<file path="src/rtl/matrix_pkg.sv">
// Shared types and defaults for the random matrix fill controller.
package matrix_pkg;

  localparam int MAX_DIM   = 5;
  localparam int ELEM_W    = 4;
  localparam int MAX_RETRY = 4;

  typedef enum logic [2:0] {
    IDLE,
    CHECK,
    DRAW,
    SAMPLE,
    WRITE,
    FINISH
  } rand_fill_state_t;

endpackage

</file>
<file path="src/rtl/rand_range_map.sv">
// Maps a raw random sample onto [val_min, val_max]: direct accept when the
// sample fits the range, otherwise a modulo fold used as the retry fallback.
module rand_range_map #(
  parameter int ELEM_W   = 4,
  parameter int SAMPLE_W = 4
) (
  input  logic [ELEM_W-1:0]   val_min_i,
  input  logic [ELEM_W-1:0]   val_max_i,
  input  logic [SAMPLE_W-1:0] sample_i,
  output logic                accept_o,
  output logic [ELEM_W-1:0]   data_o
);

  localparam int RW = ((ELEM_W > SAMPLE_W) ? ELEM_W : SAMPLE_W) + 1;

  logic [RW-1:0] range_w;
  logic [RW-1:0] sample_w;
  logic [RW-1:0] offset_w;

  always_comb begin
    range_w = RW'(val_max_i) - RW'(val_min_i) + RW'(1);
    // Only reachable with inverted bounds, which never reach sampling;
    // keeps the modulo well defined.
    if (range_w == '0) begin
      range_w = RW'(1);
    end
    sample_w = RW'(sample_i);
    accept_o = (sample_w < range_w);
    offset_w = accept_o ? sample_w : (sample_w % range_w);
    data_o   = val_min_i + offset_w[ELEM_W-1:0];
  end

endmodule

</file>
<file path="src/rtl/rand_fill_ctrl.sv">
// Fills a rows x cols matrix in row-major order with bounded random values
// drawn from an external shared LFSR, using rejection sampling with a fallback.
module rand_fill_ctrl #(
  parameter int MAX_DIM   = matrix_pkg::MAX_DIM,
  parameter int ELEM_W    = matrix_pkg::ELEM_W,
  parameter int MAX_RETRY = matrix_pkg::MAX_RETRY
) (
  input  logic              clk,
  input  logic              rst,
  input  logic              start,
  input  logic              abort,
  input  logic [2:0]        rows,
  input  logic [2:0]        cols,
  input  logic [ELEM_W-1:0] val_min,
  input  logic [ELEM_W-1:0] val_max,
  output logic              lfsr_en,
  input  logic [7:0]        lfsr_data,
  output logic              wr_valid,
  input  logic              wr_ready,
  output logic [2:0]        wr_row,
  output logic [2:0]        wr_col,
  output logic [ELEM_W-1:0] wr_data,
  output logic              busy,
  output logic              done,
  output logic              err
);
  import matrix_pkg::*;

  localparam int RETRY_W = $clog2(MAX_RETRY + 1);

  rand_fill_state_t state_q, state_d;
  logic [2:0]         rows_q, rows_d;
  logic [2:0]         cols_q, cols_d;
  logic [ELEM_W-1:0]  min_q, min_d;
  logic [ELEM_W-1:0]  max_q, max_d;
  logic [2:0]         row_q, row_d;
  logic [2:0]         col_q, col_d;
  logic [RETRY_W-1:0] retry_q, retry_d;
  logic [ELEM_W-1:0]  data_q, data_d;

  logic              map_accept;
  logic [ELEM_W-1:0] map_data;
  logic              params_bad;
  logic              last_col;
  logic              last_row;
  logic              unused_lfsr_hi;

  // Only the low nibble of the shared LFSR is consumed here.
  assign unused_lfsr_hi = ^lfsr_data[7:4];

  rand_range_map #(
    .ELEM_W   (ELEM_W),
    .SAMPLE_W (4)
  ) u_map (
    .val_min_i (min_q),
    .val_max_i (max_q),
    .sample_i  (lfsr_data[3:0]),
    .accept_o  (map_accept),
    .data_o    (map_data)
  );

  assign params_bad = (rows_q == 3'd0) || (cols_q == 3'd0) ||
                      (int'(rows_q) > MAX_DIM) || (int'(cols_q) > MAX_DIM) ||
                      (min_q > max_q);
  assign last_col   = (col_q == cols_q - 3'd1);
  assign last_row   = (row_q == rows_q - 3'd1);

  assign busy    = (state_q != IDLE);
  assign wr_row  = row_q;
  assign wr_col  = col_q;
  assign wr_data = data_q;

  always_comb begin
    state_d  = state_q;
    rows_d   = rows_q;
    cols_d   = cols_q;
    min_d    = min_q;
    max_d    = max_q;
    row_d    = row_q;
    col_d    = col_q;
    retry_d  = retry_q;
    data_d   = data_q;
    lfsr_en  = 1'b0;
    wr_valid = 1'b0;
    done     = 1'b0;
    err      = 1'b0;

    case (state_q)
      IDLE: begin
        if (start) begin
          rows_d  = rows;
          cols_d  = cols;
          min_d   = val_min;
          max_d   = val_max;
          state_d = CHECK;
        end
      end
      CHECK: begin
        if (params_bad) begin
          err     = 1'b1;
          state_d = IDLE;
        end else begin
          row_d   = 3'd0;
          col_d   = 3'd0;
          retry_d = '0;
          state_d = DRAW;
        end
      end
      DRAW: begin
        lfsr_en = 1'b1;
        state_d = SAMPLE;
      end
      SAMPLE: begin
        if (map_accept || (retry_q == RETRY_W'(MAX_RETRY))) begin
          data_d  = map_data;
          state_d = WRITE;
        end else begin
          retry_d = retry_q + RETRY_W'(1);
          state_d = DRAW;
        end
      end
      WRITE: begin
        wr_valid = 1'b1;
        if (wr_ready) begin
          retry_d = '0;
          if (last_col && last_row) begin
            state_d = FINISH;
          end else begin
            state_d = DRAW;
            if (last_col) begin
              col_d = 3'd0;
              row_d = row_q + 3'd1;
            end else begin
              col_d = col_q + 3'd1;
            end
          end
        end
      end
      FINISH: begin
        done    = 1'b1;
        state_d = IDLE;
      end
      default: state_d = IDLE;
    endcase

    // Abort wins over every other event, including a pending handshake.
    if (abort && (state_q != IDLE)) begin
      state_d = IDLE;
      row_d   = row_q;
      col_d   = col_q;
      retry_d = retry_q;
      data_d  = data_q;
      done    = 1'b0;
      err     = 1'b0;
    end
  end

  always_ff @(posedge clk) begin
    if (rst) begin
      state_q <= IDLE;
      rows_q  <= '0;
      cols_q  <= '0;
      min_q   <= '0;
      max_q   <= '0;
      row_q   <= '0;
      col_q   <= '0;
      retry_q <= '0;
      data_q  <= '0;
    end else begin
      state_q <= state_d;
      rows_q  <= rows_d;
      cols_q  <= cols_d;
      min_q   <= min_d;
      max_q   <= max_d;
      row_q   <= row_d;
      col_q   <= col_d;
      retry_q <= retry_d;
      data_q  <= data_d;
    end
  end

endmodule

</file>
<file path="config.mk">
export PLATFORM = sky130hd
export DESIGN_NAME = rand_fill_ctrl
export DESIGN_NICKNAME = d
export VERILOG_FILES = /design/src/rtl/matrix_pkg.sv /design/src/rtl/rand_range_map.sv /design/src/rtl/rand_fill_ctrl.sv
export SDC_FILE = /design/constraint.sdc
export NUM_CORES = 1
export LEC_CHECK = 0
export CORE_MARGIN = 1
export CORE_UTILIZATION = 50
export DETAILED_ROUTE_END_ITERATION = 8
export PLACE_DENSITY = 0.83
export SKIP_CTS_REPAIR_TIMING = 1
export SLEW_MARGIN = 20
export SYNTH_ARGS = -nofsm -noshare
export SYNTH_HDL_FRONTEND = slang
export SYNTH_SLANG_ARGS = --single-unit
</file>
<file path="constraint.sdc">
create_clock -name clk -period 10.95 [get_ports clk]
set_clock_uncertainty 0.2 [all_clocks]
set_input_delay 2.19 -clock clk [delete_from_list [all_inputs] [get_ports clk]]
set_output_delay 2.19 -clock clk [all_outputs]
set_load 0.01 [all_outputs]
</file>
## Word-level counts from Yosys, hierarchy flattened

Cells that the tools add are included.

- Logic and storage cells: 85
- Flip-flop bits (word level): 30
- Bits of input ports: 27

- $add $sub $neg: 8
- Bitwise logic cells: 1
- Equal/unequal tests: 14
- Reduce and logical (&&, ||, !) cells: 21
- Multiplexer cells: 27
- Order comparisons: 4
- Div/mod/pow operators: 1

Operators with widths:

| operator | count |
|---|---|
| two-way mux 3 bit | 13 |
| one-hot mux 3 bit (5 select lines) | 1 |
| inequality test 2 bit, second input constant | 6 |
| one-hot mux 3 bit (2 select lines) | 2 |
| AND reduction 5 bit | 2 |
| adder 3 x 1 -> 3 bit, second input constant | 3 |
| == test 3 bit, second input constant | 3 |
| logical NOT 3 bit | 3 |
| one-hot mux 3 bit (3 select lines) | 1 |
| two-way mux 1 bit | 7 |
| == test 3 x 2 -> 1 bit, second input constant | 2 |
| == test 3 bit | 2 |
| greater-than comparator 3 bit, second input constant | 2 |
| AND reduction 6 bit | 1 |
| nonzero test 3 bit | 2 |
| subtractor 3 x 1 -> 3 bit, second input constant | 2 |
| adder 5 x 1 -> 5 bit, second input constant | 1 |
| logical NOT 5 bit | 1 |
| logical OR 1 bit | 5 |
| less-than comparator 4 x 5 -> 1 bit | 1 |
| modulo 4 x 5 -> 5 bit | 1 |
| two-way mux 5 bit | 1 |
| subtractor 4 x 4 -> 5 bit | 1 |
| adder 4 bit | 1 |
| other kinds (10) | 12 |

## Longest topological paths before layout

- Word-level depth: 8
- Gate-level depth with buffers: 40
- Gate-level depth less buffers: 40

## Modules after synthesis

From an unflattened synthesis, not the netlist that was laid out.

- Cells, all modules: 355
- Area, all modules: 2829.0 um^2

By module, submodules not included:

| module | area an instance (um^2) | seq. area each (um^2) | cells an instance | instances |
|---|---|---|---|---|
| rand_fill_ctrl | 1711.6 | 600.6 | 210 | 1 |
| rand_range_map | 1117.3 | 0.0 | 145 | 1 |

## Worst setup path after synthesis

No wires, ideal clock.

- Path kind: input-to-reg
- Start point: input lfsr_data[3]
- End point: register data_q[3] (netlist: wr_data[3])
- Slack: 3250 ps
- Data arrival time: 7381 ps
- Stages on the path: 26
- Required time: 10630 ps
- Cell sequence: clkbuf_1 > ha_1 > o21ai_0 > o221a_2 > ha_1 > o21a_1 > o21ai_0 > nand2b_1 > and2_2 > mux2_4 > ha_1 > a41oi_1 > nand2_1 > o211a_2 > mux2_2 > ha_1 > a21oi_1 > o21ai_1 > mux2i_1 > o21ai_1 > ha_1 > a21o_1 > a21oi_1 > xnor2_4 > mux2i_1 > a211o_1

- Longest elaborated chain between the ends: 3

RTL lines:

| what | line | text |
|---|---|---|
| from (decl) | rand_fill_ctrl.sv:17 | `input logic [7:0] lfsr_data,` |
| modulo 4 x 5 -> 5 bit / less-than comparator 4 x 5 -> 1 bit (equally long branches) | rand_range_map.sv:29, rand_range_map.sv:28 |  |
| two-way mux 4 bit / logical OR 1 bit (equally long branches) | rand_range_map.sv:29, rand_fill_ctrl.sv:114 |  |
| adder 4 bit / AND reduction 3 bit (equally long branches) | - |  |
| to (signal assigned) | rand_fill_ctrl.sv:178 | `data_q <= data_d;` |
| to (decl) | rand_fill_ctrl.sv:39 | `logic [ELEM_W-1:0] data_q, data_d;` |

Several ways; a longest one is shown, not always the timed one.
A chain may end at the register's enable or synchronous reset.

## Final worst setup path

- Start point: register max_q[1]
- End point: register data_q[3] (netlist: wr_data[3])

- Longest elaborated chain between the ends: 7

RTL lines:

| what | line | text |
|---|---|---|
| from (decl) | rand_fill_ctrl.sv:35 | `logic [ELEM_W-1:0] max_q, max_d;` |
| from (signal assigned) | rand_fill_ctrl.sv:174 | `max_q <= max_d;` |
| subtractor 4 x 4 -> 5 bit * | rand_range_map.sv:21 | `range_w = RW'(val_max_i) - RW'(val_min_i) + RW'(1);` |
| adder 5 x 1 -> 5 bit * | rand_range_map.sv:21 |  |
| logical NOT 5 bit | rand_range_map.sv:24 | `if (range_w == '0) begin` |
| two-way mux 5 bit * | rand_range_map.sv:24 |  |
| modulo 4 x 5 -> 5 bit / less-than comparator 4 x 5 -> 1 bit (equally long branches) | rand_range_map.sv:29, rand_range_map.sv:28 |  |
| two-way mux 4 bit / logical OR 1 bit (equally long branches) | rand_range_map.sv:29, rand_fill_ctrl.sv:114 |  |
| adder 4 bit / AND reduction 3 bit (equally long branches) | - |  |

Mark *: on every way between the ends. The rest lies on a longest branch, timed or not.

==> metrics.md <==
| Metric | Value |
|---|---|
| Count of buffers inserted at the top-level ports | `37` |
| Number of antenna diodes | `0` |
| Outcome | `finished, final reports clean` |
| Post-layout instance count excluding filler cells | `454` |
| Most used cell, CP | `sky130_fd_sc_hd__ha_1` |
| Growth of design area from synthesis to finish | `18.06%` |
| Vertical die dimension | `76.64 um` |
| Die span in x | `76.64 um` |
| DP Cell Count | `446` |
| Max-capacitance violation count | `0` |
| Critical Setup Path Class | `register to register` |
| Number of library cell types mapped by synthesis | `58` |
| Number of nets with antenna violations after detailed routing | `0` |
| Required time worst endpoint | `10.92 ns` |
| Number of hold violations in the final report | `0` |
| P_leak | `1.410 nW` |
| Crit path DAT | `8.71 ns` |
| Path class of the lowest-slack min-delay path | `register to register` |
| Net count of the mapped netlist | `422` |
| Fraction of met2 tracks used by global routing | `39.64%` |
| Fraction of post-synthesis cell area in the top cell type by area | `21.56%` |
| Cts bufs inserted | `5` |
| Startpoint type of the worst setup path | `register` |
| Wire length of the first global-routing pass | `10.76 mm` |
| Post-CTS clock slew at the launch and capture registers of the worst setup and hold paths | `0.07 ns` |
| Count of flip-flops with a built-in enable after synthesis | `0` |
| Final critical-path required period | `8.732 ns` |
| Number of buffers on the longest clock path | `2` |
| Number of top-level pins | `42` |
| Busiest layer in global routing | `met2` |
| FF-to-FF path depth | `37` |
| Setup-violating endpoint count in the final report | `0` |
| RSZ-0062 raised after global routing | `false` |
| Final weighted congestion in routability-driven placement | `0.8206` |
| Root Buffer Master | `sky130_fd_sc_hd__clkbuf_8` |
| Final slew viol count | `0` |
| Upper clock frequency limit | `114.5 MHz` |
| Via density per instance | `5.628` |
| Fraction of registers with async set or reset after synthesis | `0%` |
| Flop and latch count out of synthesis | `30` |
| Number of buffers and inverters on the critical path | `4` |
| Slowest Stage Delay on Critical Path | `0.43 ns` |
| Final WL | `6.202 mm` |
| Power density over cell area | `147.2 mW/mm^2` |
| Worst Setup End Kind | `register` |
| Met1 usage | `27.23%` |
| Router iterations before antenna repair | `4` |
| Insertion delay of the later-clocked pin in the worst-skew pair | `0.28 ns` |
| Period Utilization, post-route | `79.74%` |
| Post-synthesis cell area | `0.002785 sq mm` |
| Family of cells with the greatest summed delay on the critical path | `compound AO/OA/AOI/OAI gates` |
| End of the worst register-to-register path | `wr_data[3]` |
| Endpoint of the worst hold path | `wr_data[1]` |
| Routed via count | `2,555` |
| Least-Margin Pin Slew | `0.6420 ns` |
| Mapped Avg Cell Area | `7.958 sq um` |
| Die footprint | `0.005873 sq mm` |
| Setup total negative slack | `0 ns` |
| Clock H-tree levels | `2` |
| Initial antenna violation count | `0` |
| Leading cell types by total area after synthesis | `sky130_fd_sc_hd__dfxtp_1 22%, sky130_fd_sc_hd__ha_1 19%, sky130_fd_sc_hd__a21oi_1 6.6%` |
| Remaining Overflow, GRT | `0` |
| Maximum number of pins on one net before global-route repair | `32` |
| Total half-perimeter wirelength after legalization and detailed placement | `4.725 mm` |
| Launch instance of the worst register-to-register path | `max_q[1]` |
| Met3 usage in global routing | `3.832%` |
| Share of final-layout standard cells stronger than drive strength 1 | `6.771%` |
| Sequential cell area fraction in the yosys report | `21.56%` |
| DRC violations left | `0` |
| Post-synth top flop | `sky130_fd_sc_hd__dfxtp_1` |
| Critical Path Fanout Max | `6` |
| Number of design-rule violations left by the first detailed-router iteration | `131` |
| HP Start | `wr_data[1]` |
| Slowest CP cell | `sky130_fd_sc_hd__fa_1` |
| Number of global-route vias before repair | `2,471` |
| Most used standard cells in the synthesized netlist | `46 x sky130_fd_sc_hd__nand2_1, 42 x sky130_fd_sc_hd__ha_1, 37 x sky130_fd_sc_hd__a21oi_1` |
| Net count of the finished layout | `455` |
| CTS tree | `yes` |
| Worst max-slew margin expressed relative to the limit | `56.91%` |
| Worst hold path cell count | `2` |
| Flop2flop setup slack | `2.22 ns` |
| Total GRT Usage | `22.46%` |
| Library cell with the highest instance count after synthesis | `sky130_fd_sc_hd__nand2_1` |
| Yosys warns | `0` |
| Num Clock Sinks | `30` |
| Cell type contributing the most total cell area after synthesis | `sky130_fd_sc_hd__dfxtp_1` |
| Routed wirelength normalized by instance count | `13.66 um` |
| Largest voltage drop on the vdd net | `77.47 uV` |
| Initial core utilization | `53.18%` |
| Num rows | `26` |
| CORE AREA | `0.005238 sq mm` |
| Synth Instances | `350` |
[sequential cells by signal (all words and copies together) (netlist names)]
signal   flops
cols_q       3
max_q        4
min_q        4
retry_q      3
rows_q       3
state_q      3
wr_col       3
wr_data      4
wr_row       3
[where the power goes]
| part | leakage (nW) | switching, mW | internal [mW] |
|---|---|---|---|
| clock | 0.0482 | 0.0427 | 0.0507 |
| sequential | 0.244 | 0.00436 | 0.113 |
| combinational | 1.12 | 0.145 | 0.129 |
| total | 1.41 | 0.192 | 0.293 |
[tightest hold or removal path, stage by stage (launching register included)]
cell                      delay [ns]
sky130_fd_sc_hd__dfxtp_1        0.31
sky130_fd_sc_hd__nand2_1        0.05
sky130_fd_sc_hd__a21oi_1        0.05
[final cells by class]
class | count | area (sq um)
Clock buffer | 7 | 86.33
Inverter | 32 | 120.1
Tap cell | 70 | 87.58
Timing Repair Buffer | 37 | 365.4
Sequential cell | 30 | 600.6
Fill cell | 461 | 1949
Multi-Input combinational cell | 277 | 2023
Clock inverter | 1 | 5.005
[cells in the final DEF, fill, tap and decap left out, drive strengths merged, types with 3 or more instances in the layout]
cell type,Yosys,routed
a21oi,38,38
clkbuf,11,7
xnor2,8,8
nor2,22,22
nand3,3,3
nand2,46,46
inv,32,32
dfxtp,30,30
a211oi,3,3
mux2i,6,6
xor2,6,6
clkdlybuf4s50,0,36
mux2,7,7
ha,42,42
nor3,5,5
nor3b,3,3
nand2b,9,9
o21bai,4,4
fa,3,3
o21a,7,7
nor2b,5,5
or2,3,3
and2,3,3
o21ai,16,16
[per-layer routing]
layer  vias to the layer above  wire length (um)
met5                         -                 0
met4                         0                82
met3                         9               282
met2                        68              3050
met1                      1196              2786
li1                       1282                 -
[how the worst max path moves through the flow]
| stage | start | endpoint | slack, ns | depth (start not counted) |
|---|---|---|---|---|
| final | max_q[1] | wr_data[3] | 2.22 | 37 |
| after CTS | max_q[1] | wr_data[3] | 2.27 | 38 |
| after floorplan | lfsr_data[3] | wr_data[3] | 3.25 | 26 |
| after detailed placement | lfsr_data[3] | wr_data[3] | 2.19 | 27 |
| after global placement | lfsr_data[3] | wr_data[3] | 2.37 | 26 |
| after global routing | max_q[1] | wr_data[3] | 1.62 | 38 |
[cell families after synthesis]
| logic type | Yosys count | share of synthesized area, % |
|---|---|---|
| other | 1 | 0.1346 |
| buffers and inverters | 43 | 5.795 |
| xor gates and xnor gates | 15 | 5.885 |
| and+or+nand+nor | 118 | 21.70 |
| adders and majority gates | 45 | 21.02 |
| DFF | 30 | 21.56 |
| AOI/OAI and AO/OA | 85 | 18.64 |
| muxes | 13 | 5.256 |
[stage by stage]
| stage | setup slack, ns | hold slack [ns] | area [sq um] | total power [mW] | utilization, % |
|---|---|---|---|---|---|
| final | 2.218 | 0.2625 | 3288 | 0.4841 | 62.78 |
| after global routing | 1.620 | 0.3011 | 3288 | 0.5242 | 62.78 |
| after CTS | 2.271 | 0.2658 | 3293 | 0.4845 | 62.88 |
| after detailed placement | 2.191 | 0.2553 | 3202 | 0.3906 | 61.13 |
| after global placement | 2.373 | 0.2457 | 3202 | 0.3785 | 61.13 |
| after floorplan | 3.250 | 0.2363 | 2785 | 0.3360 | - |
(Power assumes the default switching activity.)
